`config.mk`:
```
export PLATFORM = sky130hd
export DESIGN_NAME = text_write_scheduler_flat
export DESIGN_NICKNAME = d
export VERILOG_FILES = /design/src/rtl/text_write_scheduler_pkg.sv /design/src/rtl/text_write_scheduler_if.sv /design/src/rtl/text_write_scheduler_rr_arbiter.sv /design/src/rtl/text_write_scheduler.sv /design/src/flat_wrapper.sv
export SDC_FILE = /design/constraint.sdc
export NUM_CORES = 1
export LEC_CHECK = 0
export ABC_AREA = 1
export CORE_MARGIN = 3
export CORE_UTILIZATION = 25
export DETAILED_ROUTE_END_ITERATION = 8
export PLACE_DENSITY = 0.53
export SYNTH_ARGS = -nofsm -noshare
export SYNTH_HDL_FRONTEND = slang
export SYNTH_SLANG_ARGS = --single-unit
```
`constraint.sdc`:
```
create_clock -name i_clk -period 5.2 [get_ports i_clk]
set_clock_uncertainty 0.1 [all_clocks]
set_input_delay 0.52 -clock i_clk [delete_from_list [all_inputs] [get_ports i_clk]]
set_output_delay 0.52 -clock i_clk [all_outputs]
set_load 0.1 [all_outputs]
```
`src/rtl/text_write_scheduler_pkg.sv`:
```
// Shared types and helpers for the text-overlay write scheduler.
// Holds FSM states, default sizes and the wrap-around index helper.
package text_sched_pkg;

  typedef enum logic [1:0] {
    IDLE  = 2'd0,
    WRITE = 2'd1,
    DONE  = 2'd2
  } state_t;

  localparam int DEF_NUM_REQ = 4;
  localparam int DEF_ADDR_W  = 8;
  localparam int DEF_CHAR_W  = 8;
  localparam int DEF_MAX_LEN = 32;

  // base and off are both below n, so one subtraction wraps
  function automatic int wrap_idx(
    input int base,
    input int off,
    input int n
  );
    int s;
    s = base + off;
    if (s >= n) s = s - n;
    return s;
  endfunction

endpackage

```
`src/rtl/text_write_scheduler_if.sv`:
```
// Requester/buffer bundle of the text write scheduler.
// master = requesters and char RAM side, slave = scheduler.
interface text_write_scheduler_if
  import text_sched_pkg::*;
#(
  parameter int NUM_REQ = DEF_NUM_REQ,
  parameter int ADDR_W  = DEF_ADDR_W,
  parameter int CHAR_W  = DEF_CHAR_W,
  parameter int MAX_LEN = DEF_MAX_LEN
) ();

  localparam int LEN_W = $clog2(MAX_LEN + 1);
  localparam int IDX_W = $clog2(MAX_LEN);

  logic [NUM_REQ-1:0]             i_req;
  logic [NUM_REQ-1:0][ADDR_W-1:0] i_req_base;
  logic [NUM_REQ-1:0][LEN_W-1:0]  i_req_len;
  logic [NUM_REQ-1:0][CHAR_W-1:0] i_char;
  logic                           i_vblank;
  logic [NUM_REQ-1:0]             o_grant;
  logic [IDX_W-1:0]               o_char_idx;
  logic                           o_wr_en;
  logic [ADDR_W-1:0]              o_wr_addr;
  logic [CHAR_W-1:0]              o_wr_data;
  logic [NUM_REQ-1:0]             o_done;
  logic                           o_busy;

  modport master (
    output i_req, i_req_base, i_req_len,
    output i_char, i_vblank,
    input  o_grant, o_char_idx, o_wr_en,
    input  o_wr_addr, o_wr_data,
    input  o_done, o_busy
  );

  modport slave (
    input  i_req, i_req_base, i_req_len,
    input  i_char, i_vblank,
    output o_grant, o_char_idx, o_wr_en,
    output o_wr_addr, o_wr_data,
    output o_done, o_busy
  );

endinterface

```
`src/rtl/text_write_scheduler_rr_arbiter.sv`:
```
// Combinational round-robin pick: first set request
// at or after ptr, wrapping modulo NUM_REQ.
module rr_arbiter
  import text_sched_pkg::*;
#(
  parameter int NUM_REQ = DEF_NUM_REQ,
  localparam int PTR_W  = $clog2(NUM_REQ)
) (
  input  logic [NUM_REQ-1:0] req,
  input  logic [PTR_W-1:0]   ptr,
  output logic [NUM_REQ-1:0] gnt,
  output logic [PTR_W-1:0]   idx,
  output logic               vld
);

  logic [PTR_W-1:0] k;

  // scan farthest-first so the nearest hit wins
  always_comb begin
    idx = '0;
    vld = 1'b0;
    k   = '0;
    for (int i = NUM_REQ - 1; i >= 0; i--) begin
      k = PTR_W'(wrap_idx(int'(ptr), i, NUM_REQ));
      if (req[k]) begin
        idx = k;
        vld = 1'b1;
      end
    end
    gnt = vld ? (NUM_REQ'(1) << idx) : '0;
  end

endmodule

```
`src/rtl/text_write_scheduler.sv`:
```
// Round-robin owner of the character-buffer write port;
// streams one granted string per burst, gated to vblank.
module text_write_scheduler
  import text_sched_pkg::*;
#(
  parameter int NUM_REQ = DEF_NUM_REQ,
  parameter int ADDR_W  = DEF_ADDR_W,
  parameter int CHAR_W  = DEF_CHAR_W,
  parameter int MAX_LEN = DEF_MAX_LEN
) (
  input logic i_clk,
  input logic i_rst_n,
  text_write_scheduler_if.slave bus
);

  localparam int LEN_W = $clog2(MAX_LEN + 1);
  localparam int IDX_W = $clog2(MAX_LEN);
  localparam int PTR_W = $clog2(NUM_REQ);

  state_t             state_q, state_d;
  logic [PTR_W-1:0]   rr_ptr_q, rr_ptr_d;
  logic [PTR_W-1:0]   gidx_q, gidx_d;
  logic [ADDR_W-1:0]  base_q, base_d;
  logic [LEN_W-1:0]   len_q, len_d;
  logic [IDX_W-1:0]   idx_q, idx_d;
  logic [NUM_REQ-1:0] grant_q, grant_d;
  logic [NUM_REQ-1:0] done_q, done_d;
  logic               wr_en_q, wr_en_d;
  logic [ADDR_W-1:0]  wr_addr_q, wr_addr_d;
  logic [CHAR_W-1:0]  wr_data_q, wr_data_d;
  logic               busy_q, busy_d;

  logic [NUM_REQ-1:0] arb_gnt;
  logic [PTR_W-1:0]   arb_idx;
  logic               arb_vld;
  logic [LEN_W-1:0]   len_in;
  logic [LEN_W-1:0]   len_sat;

  rr_arbiter #(
    .NUM_REQ (NUM_REQ)
  ) u_arb (
    .req (bus.i_req),
    .ptr (rr_ptr_q),
    .gnt (arb_gnt),
    .idx (arb_idx),
    .vld (arb_vld)
  );

  assign len_in  = bus.i_req_len[arb_idx];
  assign len_sat = (len_in > LEN_W'(MAX_LEN))
                 ? LEN_W'(MAX_LEN) : len_in;

  always_ff @(posedge i_clk) begin
    if (!i_rst_n) begin
      state_q   <= IDLE;
      rr_ptr_q  <= '0;
      gidx_q    <= '0;
      base_q    <= '0;
      len_q     <= '0;
      idx_q     <= '0;
      grant_q   <= '0;
      done_q    <= '0;
      wr_en_q   <= 1'b0;
      wr_addr_q <= '0;
      wr_data_q <= '0;
      busy_q    <= 1'b0;
    end else begin
      state_q   <= state_d;
      rr_ptr_q  <= rr_ptr_d;
      gidx_q    <= gidx_d;
      base_q    <= base_d;
      len_q     <= len_d;
      idx_q     <= idx_d;
      grant_q   <= grant_d;
      done_q    <= done_d;
      wr_en_q   <= wr_en_d;
      wr_addr_q <= wr_addr_d;
      wr_data_q <= wr_data_d;
      busy_q    <= busy_d;
    end
  end

  always_comb begin
    state_d   = state_q;
    rr_ptr_d  = rr_ptr_q;
    gidx_d    = gidx_q;
    base_d    = base_q;
    len_d     = len_q;
    idx_d     = idx_q;
    grant_d   = grant_q;
    done_d    = '0;
    wr_en_d   = 1'b0;
    wr_addr_d = wr_addr_q;
    wr_data_d = wr_data_q;
    unique case (state_q)
      IDLE: begin
        if (arb_vld) begin
          gidx_d  = arb_idx;
          base_d  = bus.i_req_base[arb_idx];
          len_d   = len_sat;
          idx_d   = '0;
          grant_d = arb_gnt;
          state_d = (len_sat == '0) ? DONE : WRITE;
        end
      end
      WRITE: begin
        // without vblank nothing moves; idx holds the resume point
        if (bus.i_vblank) begin
          wr_en_d   = 1'b1;
          wr_addr_d = base_q + ADDR_W'(idx_q);
          wr_data_d = bus.i_char[gidx_q];
          if (LEN_W'(idx_q) == len_q - LEN_W'(1)) begin
            idx_d   = '0;
            state_d = DONE;
          end else begin
            idx_d = idx_q + IDX_W'(1);
          end
        end
      end
      DONE: begin
        done_d   = grant_q;
        grant_d  = '0;
        rr_ptr_d = PTR_W'(wrap_idx(int'(gidx_q), 1, NUM_REQ));
        state_d  = IDLE;
      end
      default: state_d = IDLE;
    endcase
    busy_d = (state_d != IDLE);
  end

  assign bus.o_grant    = grant_q;
  assign bus.o_char_idx = idx_q;
  assign bus.o_wr_en    = wr_en_q;
  assign bus.o_wr_addr  = wr_addr_q;
  assign bus.o_wr_data  = wr_data_q;
  assign bus.o_done     = done_q;
  assign bus.o_busy     = busy_q;

endmodule

```
`src/flat_wrapper.sv`:
```
// flat-port wrapper written by rule: the top's interface ports become plain ports
module text_write_scheduler_flat import text_sched_pkg::*;
#(
  parameter int NUM_REQ = DEF_NUM_REQ,
  parameter int ADDR_W  = DEF_ADDR_W,
  parameter int CHAR_W  = DEF_CHAR_W,
  parameter int MAX_LEN = DEF_MAX_LEN
)
  (i_clk, i_rst_n, bus_i_req, bus_i_req_base, bus_i_req_len, bus_i_char, bus_i_vblank, bus_o_grant, bus_o_char_idx, bus_o_wr_en, bus_o_wr_addr, bus_o_wr_data, bus_o_done, bus_o_busy);
  text_write_scheduler_if #(.NUM_REQ(NUM_REQ), .ADDR_W(ADDR_W), .CHAR_W(CHAR_W), .MAX_LEN(MAX_LEN)) bus_i ();
  input logic i_clk;
  input logic i_rst_n;
  input wire logic [$bits(bus_i.i_req)-1:0] bus_i_req;
  input wire logic [$bits(bus_i.i_req_base)-1:0] bus_i_req_base;
  input wire logic [$bits(bus_i.i_req_len)-1:0] bus_i_req_len;
  input wire logic [$bits(bus_i.i_char)-1:0] bus_i_char;
  input wire logic [$bits(bus_i.i_vblank)-1:0] bus_i_vblank;
  output wire logic [$bits(bus_i.o_grant)-1:0] bus_o_grant;
  output wire logic [$bits(bus_i.o_char_idx)-1:0] bus_o_char_idx;
  output wire logic [$bits(bus_i.o_wr_en)-1:0] bus_o_wr_en;
  output wire logic [$bits(bus_i.o_wr_addr)-1:0] bus_o_wr_addr;
  output wire logic [$bits(bus_i.o_wr_data)-1:0] bus_o_wr_data;
  output wire logic [$bits(bus_i.o_done)-1:0] bus_o_done;
  output wire logic [$bits(bus_i.o_busy)-1:0] bus_o_busy;
  assign bus_i.i_req = bus_i_req;
  assign bus_i.i_req_base = bus_i_req_base;
  assign bus_i.i_req_len = bus_i_req_len;
  assign bus_i.i_char = bus_i_char;
  assign bus_i.i_vblank = bus_i_vblank;
  assign bus_o_grant = bus_i.o_grant;
  assign bus_o_char_idx = bus_i.o_char_idx;
  assign bus_o_wr_en = bus_i.o_wr_en;
  assign bus_o_wr_addr = bus_i.o_wr_addr;
  assign bus_o_wr_data = bus_i.o_wr_data;
  assign bus_o_done = bus_i.o_done;
  assign bus_o_busy = bus_i.o_busy;
  text_write_scheduler #(.NUM_REQ(NUM_REQ), .ADDR_W(ADDR_W), .CHAR_W(CHAR_W), .MAX_LEN(MAX_LEN)) u_core (.i_clk(i_clk), .i_rst_n(i_rst_n), .bus(bus_i));
endmodule
```
Yosys cells after proc, flatten, opt, wreduce, memory -nomap -nowiden
Index checks and enable logic that the tools add are counted.
{"block": "totals", "register_bits": 51, "latchBits": 0, "mem_bits_rw": 0, "romBits": 0, "in_bits": 95, "out_inout_bits": 31, "elab_cells": 93, "n_memories": 0}
{"block": "op_classes", "add_sub_neg": 12, "multipliers": 0, "div_mod_pow": 0, "order_cmp": 12, "eq_ne": 5, "shift": 1, "mux": 40, "bitwise": 0, "reduce_logical": 11}
{"cell": "$bmux 8 s2", "count": 2}
{"cell": "$mux 2", "count": 13}
{"cell": "$lt 2x3->1 const B", "count": 6}
{"cell": "$mux 8", "count": 2}
{"cell": "$mux 5", "count": 3}
{"cell": "$bmux 6 s2", "count": 1}
{"cell": "$ge 3x3->1 const B", "count": 4}
{"cell": "$mux 6", "count": 2}
{"cell": "$pmux 5 s2", "count": 1}
{"cell": "$reduce_and 2->1", "count": 5}
{"cell": "$sub 2x1->2 const B", "count": 5}
{"cell": "$mux 1", "count": 9}
{"cell": "$add 8x5->8", "count": 1}
{"cell": "$bmux 1 s2", "count": 4}
{"cell": "$pmux 4 s2", "count": 1}
{"cell": "$add 2x1->3 const B", "count": 2}
{"cell": "$add 2x2->3 const B", "count": 2}
{"cell": "$eq 5x6->1", "count": 1}
{"cell": "$gt 6x6->1 const B", "count": 1}
{"cell": "$logic_not 6->1", "count": 1}
{"cell": "$reduce_bool 2->1", "count": 3}
{"cell": "$sub 6x1->6 const B", "count": 1}
{"cell": "$add 5x1->5 const B", "count": 1}
{"cell": "$mux 4", "count": 1}
{"cell": "9 further kinds", "count": 9}

Logic depth before layout (Yosys ltp)
{"block": "logic_depth", "ltp_word": 18, "mapped_depth": 19, "depth_no_buf": 19}

By module
A second synthesis with hierarchy kept.
{"block": "unflattened", "hier_cells": 520, "hier_area_um2": 3309.4}
{"module": "text_write_scheduler", "n_inst": 1, "cells_per_inst": 459, "area_per_inst_um2": 3016.6, "seq_area_each_um2": 1021.0}
{"module": "rr_arbiter", "n_inst": 1, "cells_per_inst": 61, "area_per_inst_um2": 292.8, "seq_area_each_um2": 0.0}

Worst setup path before layout
No wires, ideal clock.
{"block": "synth_path", "path_kind": "register to register", "startpoint": "reg u_core.idx_q[0], in the netlist u_core.bus.o_char_idx[0]", "endpoint": "reg u_core.wr_addr_q[6], in the netlist u_core.bus.o_wr_addr[6]", "setup_time_ns": 0.114, "arrival_time_ns": 2.379, "required_time_ns": 4.986, "setup_slack_ns": 2.607, "path_stages_with_launch": 11, "path_buffers": 0, "period_less_slack_ns": 2.593, "cell_sequence": "dfxtp_1 ha_1 inv_1 fa_1 nor2_1 a211oi_1 nor2_1 o21ai_0 xnor2_1 o21bai_1 inv_1"}
{"block": "synth_via", "elab_chain_cells": 1}
{"element": "start, declared", "line": "text_write_scheduler.sv:25", "source": "logic [IDX_W-1:0] idx_q, idx_d;"}
{"element": "start signal, assigned", "line": "text_write_scheduler.sv:73", "source": "idx_q <= idx_d;"}
{"element": "$add 8x5->8", "line": "text_write_scheduler.sv:110", "source": "wr_addr_d = base_q + ADDR_W'(idx_q);"}
{"element": "end signal, assigned", "line": "text_write_scheduler.sv:77", "source": "wr_addr_q <= wr_addr_d;"}
{"element": "end, declared", "line": "text_write_scheduler.sv:29", "source": "logic [ADDR_W-1:0] wr_addr_q, wr_addr_d;"}
No other way between the ends.
A chain may end at the register's enable or synchronous reset.

Worst setup path after layout
{"block": "layout_path", "startpoint": "reg u_core.rr_ptr_q[0]", "endpoint": "reg u_core.len_q[2]"}
{"block": "layout_via", "elab_chain_cells": 13, "word_cells_on_any_way": 36, "classes_between": "add/sub: 7; order compare: 5; mux: 23; reduce/logical: 1"}
{"element": "start, declared", "line": "text_write_scheduler.sv:21", "source": "logic [PTR_W-1:0] rr_ptr_q, rr_ptr_d;"}
{"element": "start signal, assigned", "line": "text_write_scheduler.sv:69", "source": "rr_ptr_q <= rr_ptr_d;"}
{"element": "$add 2x2->3", "line": "text_write_scheduler_pkg.sv:23", "source": "s = base + off;"}
{"element": "$ge 3x3->1 / $sub 2x1->2 (equally long branches)", "line": "text_write_scheduler_pkg.sv:24", "source": "if (s >= n) s = s - n;"}
{"element": "$mux 2", "line": "text_write_scheduler_pkg.sv:24"}
{"element": "$bmux 1 s2", "line": "text_write_scheduler_rr_arbiter.sv:25", "source": "if (req[k]) begin"}
{"element": "$mux 1 (not written as such)", "line": "text_write_scheduler_rr_arbiter.sv:25"}
{"element": "$mux 2 (4 in a row)", "line": "text_write_scheduler_rr_arbiter.sv:25"}
{"element": "$bmux 6 s2", "line": "text_write_scheduler.sv:49", "source": "assign len_in = bus.i_req_len[arb_idx];"}
{"element": "$mux 6 (not written as such)", "line": "text_write_scheduler.sv:49"}
{"element": "$gt 6x6->1", "line": "text_write_scheduler.sv:50", "source": "assign len_sat = (len_in > LEN_W'(MAX_LEN))"}
{"element": "$mux 6", "line": "text_write_scheduler.sv:51", "source": "? LEN_W'(MAX_LEN) : len_in;"}
{"element": "end signal, assigned", "line": "text_write_scheduler.sv:72", "source": "len_q <= len_d;"}
{"element": "end, declared", "line": "text_write_scheduler.sv:24", "source": "logic [LEN_W-1:0] len_q, len_d;"}
Parallel ways exist; a longest one is shown, timed or not. The select of a mux whose other input is x is not followed.

==> parameters.txt <==
Parameter                              Value

Flow run
  Max_cap viols    0

STA
  Relative slew margins    32.3%
  Setup repair after global routing missed its margin    false
  Max Clk Rate    341 MHz
  Number of failing hold endpoints at the final stage    0
  Number of max-slew violations in the final report    0
  Final clock period utilization by the worst path    56.3%
  Count of final setup violators    0
  Sum of negative setup slack    0 ns
  Final Critical Period    2.93 ns
  Slew @ Worst Pin    1.01 ns

Setup path
  Data required time at the worst endpoint    5.26 ns
  Crit end category    flop
  Worst reg-to-reg setup slack    2.27 ns
  Largest fanout on the critical path    20
  Critical Path Most Common Cell    sky130_fd_sc_hd__nand2_1
  Slowest stage cell on the critical path    sky130_fd_sc_hd__dfxtp_1
  Largest stage delay, worst path    0.59 ns
  Category of the critical setup timing path    flop to flop
  Ordered cell list for the critical path    inv_1 -> nand2_1 -> nand3_1 -> nand2_1 -> inv_2 -> nand2_2 -> nand3_2 -> nor2_4 -> nand2_1 -> nand2_1 -> nor2_4 -> nand2_1 -> nor2_1 -> a21oi_1 -> nor2_1
  Startpoint type of the worst setup path    flop
  Critical Path AT    2.99 ns

Min path
  Path type of the worst min-delay path    flop to flop

Power
  Peak supply drop    0.140 mV
  Leakage power    0.00196 µW
  Power density cells    289 mW/mm²

Layout
  Synth-to-Final Area Change    50.5%
  Antenna Cells    0
  Post-route design area    0.00471 mm²
  # nets final    662
  Fraction of final layout cells sized beyond drive strength 1    7.32%

Clocking
  Clock-pin transition on the worst setup and hold timing paths    0.07 ns
  # resized after CTS    0
  Clock root buffer    sky130_fd_sc_hd__clkbuf_16
  Number of buffers added by the clock tree synthesis step    5
  TritonCTS clock tree    done
  Setup bufs post-CTS    0
  Max clock buf depth    2
  CTS Hold Buffers Added    0
  H-tree depth    2
  Total clock sinks    51
  Worst-Skew Late Latency    0.29 ns

Logic synthesis
  Number of distinct library cell variants in the gate-level netlist after synthesis    35
  Sequential element share of the synthesized area    32.7%
  Synth Warn #    0
  Avg Cell Area, Syn    7.06 µm²
  Synthesized net count    546
  Number of flip-flops and latches in the synthesized netlist    51
  Number of synthesized flops with an enable pin    0
  Async set-or-reset flop fraction in the synthesized netlist    0%
  Main flop type after synthesis    sky130_fd_sc_hd__dfxtp_1
  Post-synthesis instance total    443
  Cell area after synthesis    0.00313 mm²

Floorplan
  Std-Cell Rows    40
  Die Span Y    118 µm
  Placeable core region    0.0121 mm²
  Die Span X    118 µm
  Total die area    0.0139 mm²
  Starting density of the core    25.8%
  I/O pin cnt    126

Placed design
  Weighted congestion at the end of routability-driven global placement    0.746
  Number of port buffers    125
  Post-place instance area    0.00451 mm²
  Dpl hpwl    7630 µm

Routing
  Via/cell ratio    4.54
  DRC violation count after routing    0
  Length of the first detailed-routing pass in iterations    4
  First DRT Iteration DRCs    141
  Vias after detailed routing    3,303
  Remaining number of nets flagged by the antenna check after routing    0
  Final routed wirelength across all metal layers    10,200 µm
  Wire per inst    14.1 µm

GRT
  Largest net degree at the start of global routing    35
  Number of global-route vias before repair    3,254
  Antenna violations before repair    0
  Final global-route overflow total    0
  GR Util All Layers    14.6%
  Wire length of the first global-routing pass    16,700 µm

Status
  Run status    completed
-- metal layers --
layer | up-vias | global-route usage, % | share of wire, % | wire (µm)
met5 | - | 0 | 0 | 0
met4 | 0 | 3.22 | 1.1 | 116
met3 | 7 | 2.59 | 4.7 | 480
met2 | 93 | 23.9 | 47 | 4770
met1 | 1490 | 20.0 | 48 | 4870
li1 | 1713 | - | - | -
-- area by class of cell --
type                            count  area, µm²
Fill cell                        1278       7400
Clock buffer                        5        125
Inverter                           49        184
Multi-Input combinational cell    325       1830
Clock inverter                      3       67.6
Timing Repair Buffer              127       1270
Sequential cell                    51       1020
Tap cell                          168        210
-- state kept, by name, indices dropped and copies added (netlist names) --
register,count
u_core.base_q,8
u_core.bus.o_busy,1
u_core.bus.o_char_idx,5
u_core.bus.o_done,4
u_core.bus.o_grant,4
u_core.bus.o_wr_addr,8
u_core.bus.o_wr_data,8
u_core.bus.o_wr_en,1
u_core.gidx_q,2
u_core.len_q,6
u_core.rr_ptr_q,2
u_core.state_q,2
-- cells by family after synthesis --
group | Yosys count | share of synthesized area [%]
AO/OA/AOI/OAI | 96 | 18.6
XOR/XNOR | 19 | 5.32
adder cells (fa/ha/maj) | 8 | 3.44
buffers and inverters | 67 | 8.80
flip-flops | 51 | 32.7
multiplexers | 8 | 2.56
AND/OR/NAND/NOR | 194 | 28.7
-- critical path, delay by kind of cell, from the launching register on --
family,cells,cell delay (ns)
AND/OR/NAND/NOR,12,1.76
AO/OA/AOI/OAI,1,0.13
flip-flops,1,0.59
buffers and inverters,2,0.21
-- where the power goes --
group	internal (µW)	switching, µW
registers	426	37.7
logic	176	295
clock network	276	152
total	878	484
-- cells in the mapped netlist, types with 2 or more instances --
library cell,instances,area [µm²]
sky130_fd_sc_hd__a211oi_1,2,15.0
sky130_fd_sc_hd__a21oi_1,21,105
sky130_fd_sc_hd__a22oi_1,8,60.1
sky130_fd_sc_hd__a41oi_1,8,70.1
sky130_fd_sc_hd__buf_1,2,7.51
sky130_fd_sc_hd__buf_6,3,33.8
sky130_fd_sc_hd__clkbuf_1,12,45.0
sky130_fd_sc_hd__dfxtp_1,51,1020
sky130_fd_sc_hd__ha_1,7,87.6
sky130_fd_sc_hd__inv_1,40,150
sky130_fd_sc_hd__inv_2,8,30.0
sky130_fd_sc_hd__mux2i_1,8,80.1
sky130_fd_sc_hd__nand2_1,90,338
sky130_fd_sc_hd__nand2_2,7,43.8
sky130_fd_sc_hd__nand2_4,2,22.5
sky130_fd_sc_hd__nand3_1,23,115
sky130_fd_sc_hd__nand3_2,5,50.1
sky130_fd_sc_hd__nand4_1,5,31.3
sky130_fd_sc_hd__nor2_1,47,176
sky130_fd_sc_hd__nor2_2,3,18.8
sky130_fd_sc_hd__nor2_4,5,56.3
sky130_fd_sc_hd__nor3_1,2,10.0
sky130_fd_sc_hd__nor4_1,3,18.8
sky130_fd_sc_hd__o21ai_0,42,210
sky130_fd_sc_hd__o21bai_1,5,37.5
sky130_fd_sc_hd__o221ai_1,8,70.1
sky130_fd_sc_hd__xnor2_1,8,70.1
sky130_fd_sc_hd__xor2_1,11,96.3
-- cell usage in the layout, fill, tap and decap left out, types with 3 or more instances in the layout --
master / synthesis / routed
sky130_fd_sc_hd__clkdlybuf4s50_1: 0 / 125
sky130_fd_sc_hd__nand2_1: 90 / 90
sky130_fd_sc_hd__dfxtp_1: 51 / 51
sky130_fd_sc_hd__nor2_1: 47 / 46
sky130_fd_sc_hd__o21ai_0: 42 / 42
sky130_fd_sc_hd__inv_1: 40 / 40
sky130_fd_sc_hd__nand3_1: 23 / 23
sky130_fd_sc_hd__a21oi_1: 21 / 21
sky130_fd_sc_hd__xor2_1: 11 / 11
sky130_fd_sc_hd__inv_2: 8 / 8
sky130_fd_sc_hd__xnor2_1: 8 / 8
sky130_fd_sc_hd__mux2i_1: 8 / 8
sky130_fd_sc_hd__o221ai_1: 8 / 8
sky130_fd_sc_hd__a22oi_1: 8 / 8
sky130_fd_sc_hd__a41oi_1: 8 / 8
sky130_fd_sc_hd__nand2_2: 7 / 7
sky130_fd_sc_hd__ha_1: 7 / 7
sky130_fd_sc_hd__nand3_2: 5 / 5
sky130_fd_sc_hd__nor2_4: 5 / 5
sky130_fd_sc_hd__nand4_1: 5 / 5
sky130_fd_sc_hd__o21bai_1: 5 / 5
sky130_fd_sc_hd__clkbuf_16: 0 / 5
sky130_fd_sc_hd__nor2_2: 3 / 4
sky130_fd_sc_hd__nor4_1: 3 / 3
-- stage by stage --
stage / total power, µW / worst slack [ns] / instances / util (%) / hold slack [ns]
finish: 1360 / 2.27 / 728 / 38.9 / 0.348
global route: 1430 / 1.92 / 728 / 38.9 / 0.371
CTS: 1380 / 2.23 / 728 / 38.9 / 0.352
detailed placement: 946 / 1.92 / 720 / 37.3 / 0.340
global placement: 942 / 1.97 / 720 / 37.3 / 0.341
floorplan: 786 / 2.61 / 443 / - / 0.377
-- path summary, 6_finish.rpt --
| path | startpoint | end | depth (start not counted) |
|---|---|---|---|
| worst max-delay path | u_core.rr_ptr_q[0] | u_core.len_q[2] | 15 |
| worst min-delay path | u_core.bus.o_grant[2] | u_core.bus.o_done[2] | 2 |
| worst max register to register | u_core.rr_ptr_q[0] | u_core.len_q[2] | 15 |
| worst min register to register | u_core.bus.o_grant[2] | u_core.bus.o_done[2] | 2 |
No activity file was read; power rests on OpenSTA's default activity.
